==> src/rtl/ranked_leaderboard.sv <==
// ranked_leaderboard: multi-bank sorted leaderboard of stopwatch times.
// One insert at a time runs through a compare/shift/write engine whose
// latency does not depend on where the new time lands.
module ranked_leaderboard #(
  parameter int TIME_W = 39,
  parameter int DEPTH  = 3,
  parameter int RANK_W = 2,
  parameter int BANKS  = 2,
  parameter int BANK_W = 1,
  parameter logic [BANKS-1:0] BANK_DESC = 2'b10
) (
  input  logic              clock,
  input  logic              reset,
  input  logic              in_valid,
  output logic              in_ready,
  input  logic [TIME_W-1:0] in_time,
  input  logic [BANK_W-1:0] in_bank,
  input  logic              clear,
  input  logic [BANK_W-1:0] clr_bank,
  input  logic [BANK_W-1:0] rd_bank,
  input  logic [RANK_W-1:0] rd_idx,
  output logic [TIME_W-1:0] rd_time,
  output logic              rd_hit,
  output logic              done,
  output logic [RANK_W-1:0] done_rank
);

  typedef enum logic [2:0] {IDLE, COMPARE, SHIFT, WRITE, DONE} state_t;

  state_t              state, state_next;
  logic [TIME_W-1:0]   entry [BANKS][DEPTH];
  logic [DEPTH-1:0]    valid [BANKS];
  logic [TIME_W-1:0]   new_time;
  logic [BANK_W-1:0]   new_bank;
  logic [RANK_W-1:0]   idx;      // compare index, then shift destination index
  logic [RANK_W-1:0]   pos;      // insertion point found by COMPARE
  logic                placed;   // COMPARE found an insertion point

  logic                accept;
  logic                bank_ok;
  logic [BANK_W-1:0]   bsel;
  logic [TIME_W-1:0]   cur;
  logic                cur_valid;
  logic                better;
  logic                hit;
  logic                last;

  assign in_ready = (state == IDLE) && !clear && !reset;
  assign accept   = in_valid && in_ready;
  assign done     = (state == DONE);

  // Current comparison: strictly-better test keeps ties after existing equal values.
  always_comb begin
    bank_ok   = int'(new_bank) < BANKS;
    bsel      = bank_ok ? new_bank : '0;
    cur       = entry[bsel][idx];
    cur_valid = valid[bsel][idx];
    better    = BANK_DESC[bsel] ? (new_time > cur) : (new_time < cur);
    hit       = bank_ok && (!cur_valid || better);
    last      = int'(idx) == DEPTH - 1;
  end

  // State register.
  always_ff @(posedge clock or posedge reset) begin
    if (reset) state <= IDLE;
    else       state <= state_next;
  end

  // Next-state logic; cycle counts of COMPARE+SHIFT+WRITE always sum to DEPTH+1.
  always_comb begin
    // NOTE: default assigned first so every path drives state_next and no latch is inferred.
    state_next = state;
    unique case (state)
      IDLE:    if (accept) state_next = COMPARE;
      COMPARE: begin
        if (hit)       state_next = last ? WRITE : SHIFT;
        else if (last) state_next = WRITE;
      end
      SHIFT:   if (idx == pos + RANK_W'(1)) state_next = WRITE;
      WRITE:   state_next = DONE;
      DONE:    state_next = IDLE;
      default: state_next = IDLE;
    endcase
  end

  // Engine datapath and leaderboard array.
  always_ff @(posedge clock or posedge reset) begin
    if (reset) begin
      // NOTE: the array is reset because a mid-operation reset must empty the leaderboard at once.
      for (int b = 0; b < BANKS; b++) begin
        valid[b] <= '0;
        for (int d = 0; d < DEPTH; d++) entry[b][d] <= '0;
      end
      new_time  <= '0;
      new_bank  <= '0;
      idx       <= '0;
      pos       <= '0;
      placed    <= 1'b0;
      done_rank <= '0;
    end else begin
      // NOTE: non-blocking assignments so the shift reads pre-edge neighbours.
      unique case (state)
        IDLE: begin
          if (accept) begin
            new_time <= in_time;
            new_bank <= in_bank;
            idx      <= '0;
            placed   <= 1'b0;
          end else if (clear && int'(clr_bank) < BANKS) begin
            valid[clr_bank] <= '0;
            for (int d = 0; d < DEPTH; d++) entry[clr_bank][d] <= '0;
          end
        end
        COMPARE: begin
          if (hit) begin
            placed <= 1'b1;
            pos    <= idx;
            idx    <= RANK_W'(DEPTH - 1);
          end else begin
            idx <= idx + RANK_W'(1);
          end
        end
        SHIFT: begin
          entry[bsel][idx] <= entry[bsel][idx - RANK_W'(1)];
          valid[bsel][idx] <= valid[bsel][idx - RANK_W'(1)];
          idx              <= idx - RANK_W'(1);
        end
        WRITE: begin
          if (placed) begin
            entry[bsel][pos] <= new_time;
            valid[bsel][pos] <= 1'b1;
            done_rank        <= pos + RANK_W'(1);
          end else begin
            done_rank <= '0;
          end
        end
        default: ;
      endcase
    end
  end

  // Registered read port; out-of-range or empty entries read as zero.
  always_ff @(posedge clock or posedge reset) begin
    if (reset) begin
      rd_time <= '0;
      rd_hit  <= 1'b0;
    end else if (int'(rd_bank) < BANKS && int'(rd_idx) < DEPTH && valid[rd_bank][rd_idx]) begin
      rd_time <= entry[rd_bank][rd_idx];
      rd_hit  <= 1'b1;
    end else begin
      rd_time <= '0;
      rd_hit  <= 1'b0;
    end
  end

endmodule

==> config.mk <==
export PLATFORM = sky130hd
export DESIGN_NAME = ranked_leaderboard
export DESIGN_NICKNAME = d
export VERILOG_FILES = /design/src/rtl/ranked_leaderboard.sv
export SDC_FILE = /design/constraint.sdc
export NUM_CORES = 1
export LEC_CHECK = 0
export ABC_AREA = 1
export ABC_CLOCK_PERIOD_IN_PS = 16500
export CAP_MARGIN = 20
export CORE_ASPECT_RATIO = 0.75
export CORE_MARGIN = 4
export CORE_UTILIZATION = 40
export DETAILED_ROUTE_END_ITERATION = 10
export PLACE_DENSITY_LB_ADDON = 0.12
export SETUP_SLACK_MARGIN = 0.15
export SLEW_MARGIN = 25
export SYNTH_ARGS = -nofsm -noshare
export SYNTH_HDL_FRONTEND = slang
export SYNTH_SLANG_ARGS = --single-unit
==> constraint.sdc <==
create_clock -name clock -period 16.5 [get_ports clock]
set_clock_uncertainty 0.2 [all_clocks]
set_input_delay 3.3 -clock clock [delete_from_list [all_inputs] [get_ports clock]]
set_output_delay 3.3 -clock clock [all_outputs]
set_load 0.005 [all_outputs]
==> impl_metrics.py, run 1 <==
metrics = {
    "floorplanning": {
        "num_io_pins": 92,
        "dieArea_sq_um": 53100,
        "rows": 70,
        "start_util_pct": 40.5,
        "die_x_um": 265,
        "die_h_um": 201,
        "coreArea_sq_um": 48800,
    },
    "worst_hold_path": {
        "worstHoldStart": "pos[1]",
        "hold-path-endpoint": "pos[1]",
        "holdCritPathClass": "reg -> reg",
        "whs_path_depth": 2,
    },
    "synthesis": {
        "synth-simple-area-share_pct": 13.4,
        "synth.mux.area_fraction_pct": 0.101,
        "ys_seq_area_share_pct": 41.8,
        "yosysWarnings": 0,
        "synth_xor_area_share_pct": 0.0886,
        "synth_adder_area_share_pct": 2.85,
        "netlist_instances": 2587,
        "synth_cell_types": 34,
        "syn_area_per_cell_sq_um": 7.64,
        "synth-compound-area-share_pct": 30.9,
        "synth_top_family_by_area": "compound AO/OA/AOI/OAI gates",
        "syn_nets": 2680,
        "netlist_area_sq_um": 19800,
        "ys_ff_latch": 330,
    },
    "critical_path": {
        "cp_cell_sequence": "clkdlybuf4s50_1 > nor3_1 > clkdlybuf4s50_1",
        "crit_path_start_kind": "input pin",
        "required_ns": 13.00,
        "cp_common_cell": "clkdlybuf4s50_1",
        "crit-reg2reg-capture": "placed",
        "crit_slowest_cell": "clkdlybuf4s50_1",
        "critPathMaxFanout": 2,
        "crit_path_max_incr_delay_ns": 0.57,
        "worstReg2RegStart": "bsel",
        "end_kind": "output port",
        "r2r_setup_slack_ns": 12.01,
        "worst_ep_arrival_time_ns": 4.72,
        "rr_worst_depth": 24,
        "worstSetupPathType": "in -> out",
    },
    "run_status": {
        "outcome": "finished, final reports clean",
    },
    "place": {
        "io_buffers": 91,
        "place_inst": 3148,
        "placed_area_sq_um": 21100,
        "dp_hpwl_um": 40800,
        "gp_congestion": 0.852,
    },
    "timing": {
        "finalCritPeriodShare_pct": 49.8,
        "rsz0062_at_grt": "no",
        "hold_viol": 0,
        "setup_viol_count_final": 0,
        "fin_tns_setup_ns": 0,
        "worst_pin_slew_ns": 1.10,
        "fmax_mhz": 122,
        "slew_headroom_pct": 26.6,
        "period_minus_slack_ns": 8.22,
        "finalMaxSlewViolations": 0,
    },
    "detailed_routing": {
        "drtIter0Drc": 2417,
        "vias": 19600,
        "drt-pass1-iter-count": 6,
        "drc": 0,
        "wl_per_cell_um": 23.8,
        "drtAntennaViolNets": 0,
        "drt-total-wl_um": 76600,
        "vias_per_cell": 6.11,
    },
    "pwr": {
        "p_per_area_nw_per_um2": 189,
        "leakagePower_nw": 9.39,
        "vdd_drop_max_uv": 153,
    },
    "layout": {
        "areaGrowthSynthToFinish_pct": 13.6,
        "design_area_sq_um": 22500,
        "num-fill-cells": 4829,
        "drive_gt1_share_pct": 5.30,
        "stdcell_count": 3215,
        "antennaDiodeCount": 0,
        "nets": 2635,
    },
    "clocking": {
        "cts_tree": "yes",
        "clk_pin_slew_worst_paths_ns": 0.06,
        "cts_sinks": 330,
        "worstSkewPairLatency_ns": 0.57,
        "cts-root-buf": "clkbuf_16",
        "cts_hold_buf": 0,
        "cts_resized": 0,
        "cts_buffers": 38,
        "max-clock-path-buffers": 3,
        "cts_setup_buffers": 0,
        "h-tree-depth": 2,
    },
    "global_routing": {
        "grt.total_usage_pct": 28.1,
        "grt_pass1_wl_um": 117000,
        "grt_busiest_layer": "met2",
        "grtUsageMet2_pct": 42.9,
        "grtUsageMet3_pct": 5.96,
        "antenna_found_initial": 1,
        "grt_pass1_vias": 19200,
        "met1_usage_pct": 40.2,
        "overflow": 0,
        "grt_max_degree": 249,
    },
    "run": {
        "cap_viol_max_count": 0,
    },
}
placed cells by master, fill, tap and decap left out, types with 2 or more instances in the layout:
cell / netlist / final
inv_2: 5 / 4
buf_12: 0 / 2
o22ai_1: 233 / 233
clkbuf_16: 0 / 39
a31oi_1: 39 / 39
buf_4: 3 / 35
a32o_1: 59 / 59
nand4_1: 6 / 6
nor2_2: 2 / 3
a21oi_1: 137 / 137
inv_8: 0 / 2
clkinv_2: 0 / 3
inv_6: 0 / 2
nor2_4: 0 / 12
clkdlybuf4s50_1: 0 / 88
a22oi_1: 233 / 233
a211oi_4: 0 / 6
a21boi_0: 2 / 2
o211ai_1: 8 / 8
nand3_1: 17 / 17
ha_1: 45 / 44
clkbuf_8: 0 / 8
dfrtp_1: 330 / 328
inv_1: 332 / 330
buf_2: 35 / 3
mux2i_1: 2 / 2
clkbuf_1: 166 / 8
bufinv_16: 0 / 5
nor2_1: 80 / 67
nand2_1: 579 / 578
o21ai_0: 243 / 243
nor3_1: 2 / 2
kinds of logic after synthesis:
kind of cell | after synthesis
AO/OA/AOI/OAI | 964
XOR/XNOR | 2
adder cells (fa/ha/maj) | 45
buffers and inverters | 555
flip-flops | 330
multiplexers | 2
AND/OR/NAND/NOR | 689
cell type report:
class | count | area, sq um | share of cell area, %
Tap cell | 648 | 811 | 3.61
Clock buffer | 55 | 1120 | 4.97
Multi-Input combinational cell | 1702 | 9530 | 42.5
Sequential cell | 330 | 8260 | 36.8
Timing Repair Buffer | 131 | 1250 | 5.58
Inverter | 339 | 1290 | 5.77
Clock inverter | 10 | 181 | 0.808
stage by stage:
stage	utilization, %	setup WS, ns	hold WS, ns	power [mW]
2_1_floorplan	-	3.86	0.271	2.54
3_3_place_gp	43.2	8.21	0.297	3.23
3_5_place_dp	43.3	8.26	0.298	3.25
4_1_cts	45.9	8.25	0.321	4.17
5_1_grt	46.0	8.19	0.340	4.49
6_report	46.0	8.28	0.317	4.23
Yosys cell counts:
library cell | n | share of area, %
o21ai_0 | 243 | 6.2
o22ai_1 | 233 | 7.4
clkinv_1 | 2 | 0.038
xor2_1 | 1 | 0.044
o32ai_1 | 1 | 0.044
nor2_1 | 80 | 1.5
a211oi_2 | 5 | 0.32
nand4_1 | 6 | 0.19
buf_2 | 35 | 0.89
a31oi_1 | 39 | 1.2
o211ai_1 | 8 | 0.30
buf_1 | 12 | 0.23
dfrtp_1 | 330 | 42
a32o_1 | 59 | 3.0
inv_1 | 332 | 6.3
nor3_1 | 2 | 0.051
inv_2 | 5 | 0.095
nand2_1 | 579 | 11
a22oi_1 | 233 | 8.8
xnor2_1 | 1 | 0.044
nand3_2 | 1 | 0.051
a21o_1 | 1 | 0.038
nand3_1 | 17 | 0.43
a211oi_1 | 1 | 0.038
a21boi_0 | 2 | 0.076
mux2i_1 | 2 | 0.10
a21oi_1 | 137 | 3.5
buf_4 | 3 | 0.11
clkbuf_1 | 166 | 3.2
o21ai_1 | 2 | 0.051
nor4_4 | 1 | 0.11
ha_1 | 45 | 2.8
nor2_2 | 2 | 0.063
nand3b_1 | 1 | 0.038
worst max path at each step:
stage	from	end	slack (ns)	depth (start not counted)
after global routing	reset	in_ready	8.19	3
after floorplan	reset	bsel	3.86	1
after CTS	reset	in_ready	8.25	3
after detailed placement	reset	in_ready	8.26	3
final	reset	in_ready	8.28	3
after global placement	reset	in_ready	8.21	3
where the power goes:
part / internal, mW / switching, mW
Combinational: 0.608 / 1.55
Clock: 0.547 / 0.361
Sequential: 0.979 / 0.192
critical path, delay by kind of cell:
| kind | cells | cell delay, ns |
|---|---|---|
| buf+inv | 2 | 1.08 |
| simple gates | 1 | 0.34 |
registers in the layout (all words and copies together), names as in the netlist:
name / cells
state: 3
done_rank: 2
bsel: 1
placed: 1
new_time: 39
rd_hit: 1
entry: 234
valid: 6
pos: 2
idx: 2
rd_time: 39
routing by layer:
metal  vias up  share of wire (%)
met5         -              0.017
met4         2                2.6
met3       159                 11
met2      1087                 43
met1      9493                 43
li1       8907                  -
(Power assumes the default switching activity.)
==> run 2, diff against run 1 <==
ABC_CLOCK_PERIOD_IN_PS = 8000   (was 16500)
clock period = 8 ns   (was 16.5 ns; I/O delays follow)
==> run 2 against run 1 <==
  * Core utilization fell by 0.056 points
  * Die area unchanged
  * Routed wire length increased by 2.7%
  * Setup slack lost 5.0 ns
  * Final cell count increased by 0.19%
  * Via count increased by 0.68%
  * Total power is 110% higher
  * Largest cell class unchanged
  * Hold slack improved by 0.011 ns
  * Clock power rose by 97%
  * Critical path depth stayed put
  * Sequential share of layout area barely moved
  * Register-to-register slack lost 8.7 ns
==> impl_metrics.py, run 2 (synthesis gave the netlist of run 1 again) <==
metrics = {
    "clocking": {
        "cts_setup_buffers": 0,
        "worstSkewPairLatency_ns": 0.55,
        "cts_buffers": 39,
        "max-clock-path-buffers": 3,
        "cts-root-buf": "clkbuf_16",
        "h-tree-depth": 2,
        "clk_pin_slew_worst_paths_ns": 0.06,
        "cts_tree": "yes",
        "cts_hold_buf": 0,
        "cts_resized": 0,
        "cts_sinks": 330,
    },
    "global_routing": {
        "grt_pass1_vias": 19400,
        "overflow": 0,
        "grt_pass1_wl_um": 120000,
        "grt_max_degree": 163,
        "grt.total_usage_pct": 28.9,
        "antenna_found_initial": 0,
    },
    "place": {
        "io_buffers": 91,
        "gp_congestion": 0.926,
        "place_inst": 3153,
        "placed_area_sq_um": 21200,
        "dp_hpwl_um": 42900,
    },
    "pwr": {
        "p_comb_share_pct": 50.8,
        "vdd_drop_max_uv": 304,
        "power_frac_seq_pct": 28.5,
        "p_per_area_nw_per_um2": 387,
        "leakagePower_nw": 9.38,
        "p_sw_share_pct": 50.4,
        "internal_power_mw": 4.31,
        "p_clk_share_pct": 20.7,
        "p_sw_mw": 4.38,
    },
    "worst_hold_path": {
        "worstHoldStart": "done_rank[0]",
        "whs_path_depth": 2,
        "holdCritPathClass": "reg -> reg",
    },
    "critical_path": {
        "crit_path_max_incr_delay_ns": 0.56,
        "rr_worst_depth": 22,
        "cp_cell_sequence": "clkdlybuf4s50_1 > nor3_1 > clkdlybuf4s50_1",
        "crit_path_start_kind": "input pin",
        "crit_start": "reset",
        "cp_common_cell": "clkdlybuf4s50_1",
        "critPathMaxFanout": 2,
        "worstSetupPathType": "in -> out",
        "worstReg2RegStart": "bsel",
        "crit_slowest_cell": "clkdlybuf4s50_1",
        "required_ns": 6.20,
        "end_kind": "output port",
        "worst_ep_arrival_time_ns": 2.92,
    },
    "run_status": {
        "outcome": "finished, final reports clean",
    },
    "detailed_routing": {
        "vias_per_cell": 6.14,
        "drt-pass1-iter-count": 6,
        "wl_per_cell_um": 24.4,
        "drtAntennaViolNets": 0,
        "drtIter0Drc": 2562,
        "drt-total-wl_um": 78700,
        "vias": 19800,
        "drc": 0,
    },
    "layout": {
        "design_area_sq_um": 22400,
        "top_regs": "entry x234, new_time x39, rd_time x39",
        "areaGrowthSynthToFinish_pct": 13.4,
        "regMostFlops": "entry",
        "stdcell_count": 3221,
        "largest_register_ffs": 234,
        "drive_gt1_share_pct": 5.48,
        "nets": 2640,
        "layout_common_cells": "nand2_1, inv_1, dfrtp_1",
        "layout_commonest_cell": "nand2_1",
        "antennaDiodeCount": 0,
    },
    "timing": {
        "finalMaxSlewViolations": 0,
        "hold_viol": 0,
        "slew_headroom_pct": 29.5,
        "rsz0062_at_grt": "no",
        "fmax_mhz": 212,
        "period_minus_slack_ns": 4.72,
        "worst_pin_slew_ns": 1.06,
        "finalCritPeriodShare_pct": 59.0,
        "setup_viol_count_final": 0,
        "fin_tns_setup_ns": 0,
    },
    "floorplanning": {
        "die_h_um": 201,
        "dieArea_sq_um": 53100,
        "coreArea_sq_um": 48800,
        "num_io_pins": 92,
        "start_util_pct": 40.5,
        "rows": 70,
        "die_x_um": 265,
    },
    "run": {
        "cap_viol_max_count": 0,
    },
}
[run 2: cell count changes in the layout (fill, tap and decap cells not counted), moves of 2 or more]
cell	change
buf_12	+2
buf_4	+4
bufinv_16	-4
clkbuf_16	+2
clkinv_2	+4
inv_8	-2
[run 2: power by group through the flow]
stage	registers, mW	clock network, mW	logic, mW
after detailed placement	2.48	0	4.28
after global placement	2.48	0	4.23
after floorplan	2.29	0	2.94
final	2.48	1.79	4.41
after global routing	2.52	1.90	4.81
after CTS	2.46	1.83	4.29
[run 2: cell type report]
class | instances | area, sq um
Clock inverter | 8 | 65.1
Sequential cell | 330 | 8260
Inverter | 339 | 1290
Clock buffer | 59 | 1180
Multi-Input combinational cell | 1702 | 9530
Fill cell | 4804 | 26400
Tap cell | 648 | 811
Timing Repair Buffer | 135 | 1280
[run 2: worst max-delay path: cells and delay by family]
family	cells	cell delay (ns)
AND/OR/NAND/NOR	1	0.30
buffers and inverters	2	1.02
[run 2: worst paths after layout]
check,end,slack [ns]
min in group asynchronous,state[0],1.19
setup / recovery,in_ready,3.28
setup reg to reg,placed,3.34
max in group asynchronous,bsel,4.97
hold / removal,done_rank[0],0.33
hold reg to reg,done_rank[0],0.33
[run 2: stage by stage]
| stage | util [%] | setup slack [ns] | hold WS (ns) | power (mW) |
|---|---|---|---|---|
| floorplan | - | 1.79 | 0.271 | 5.23 |
| global placement | 43.3 | 3.18 | 0.302 | 6.71 |
| detailed placement | 43.4 | 3.12 | 0.298 | 6.76 |
| CTS | 45.9 | 3.26 | 0.324 | 8.57 |
| global route | 46.0 | 2.94 | 0.357 | 9.22 |
| finish | 46.0 | 3.28 | 0.328 | 8.68 |
[run 2: routing by layer]
metal	global-route usage [%]	routed length, um	up-vias
met5	0	0	-
met4	8.52	2340	0
met3	7.25	8930	182
met2	41.5	32500	1143
met1	42.8	34900	9551
li1	-	-	8905
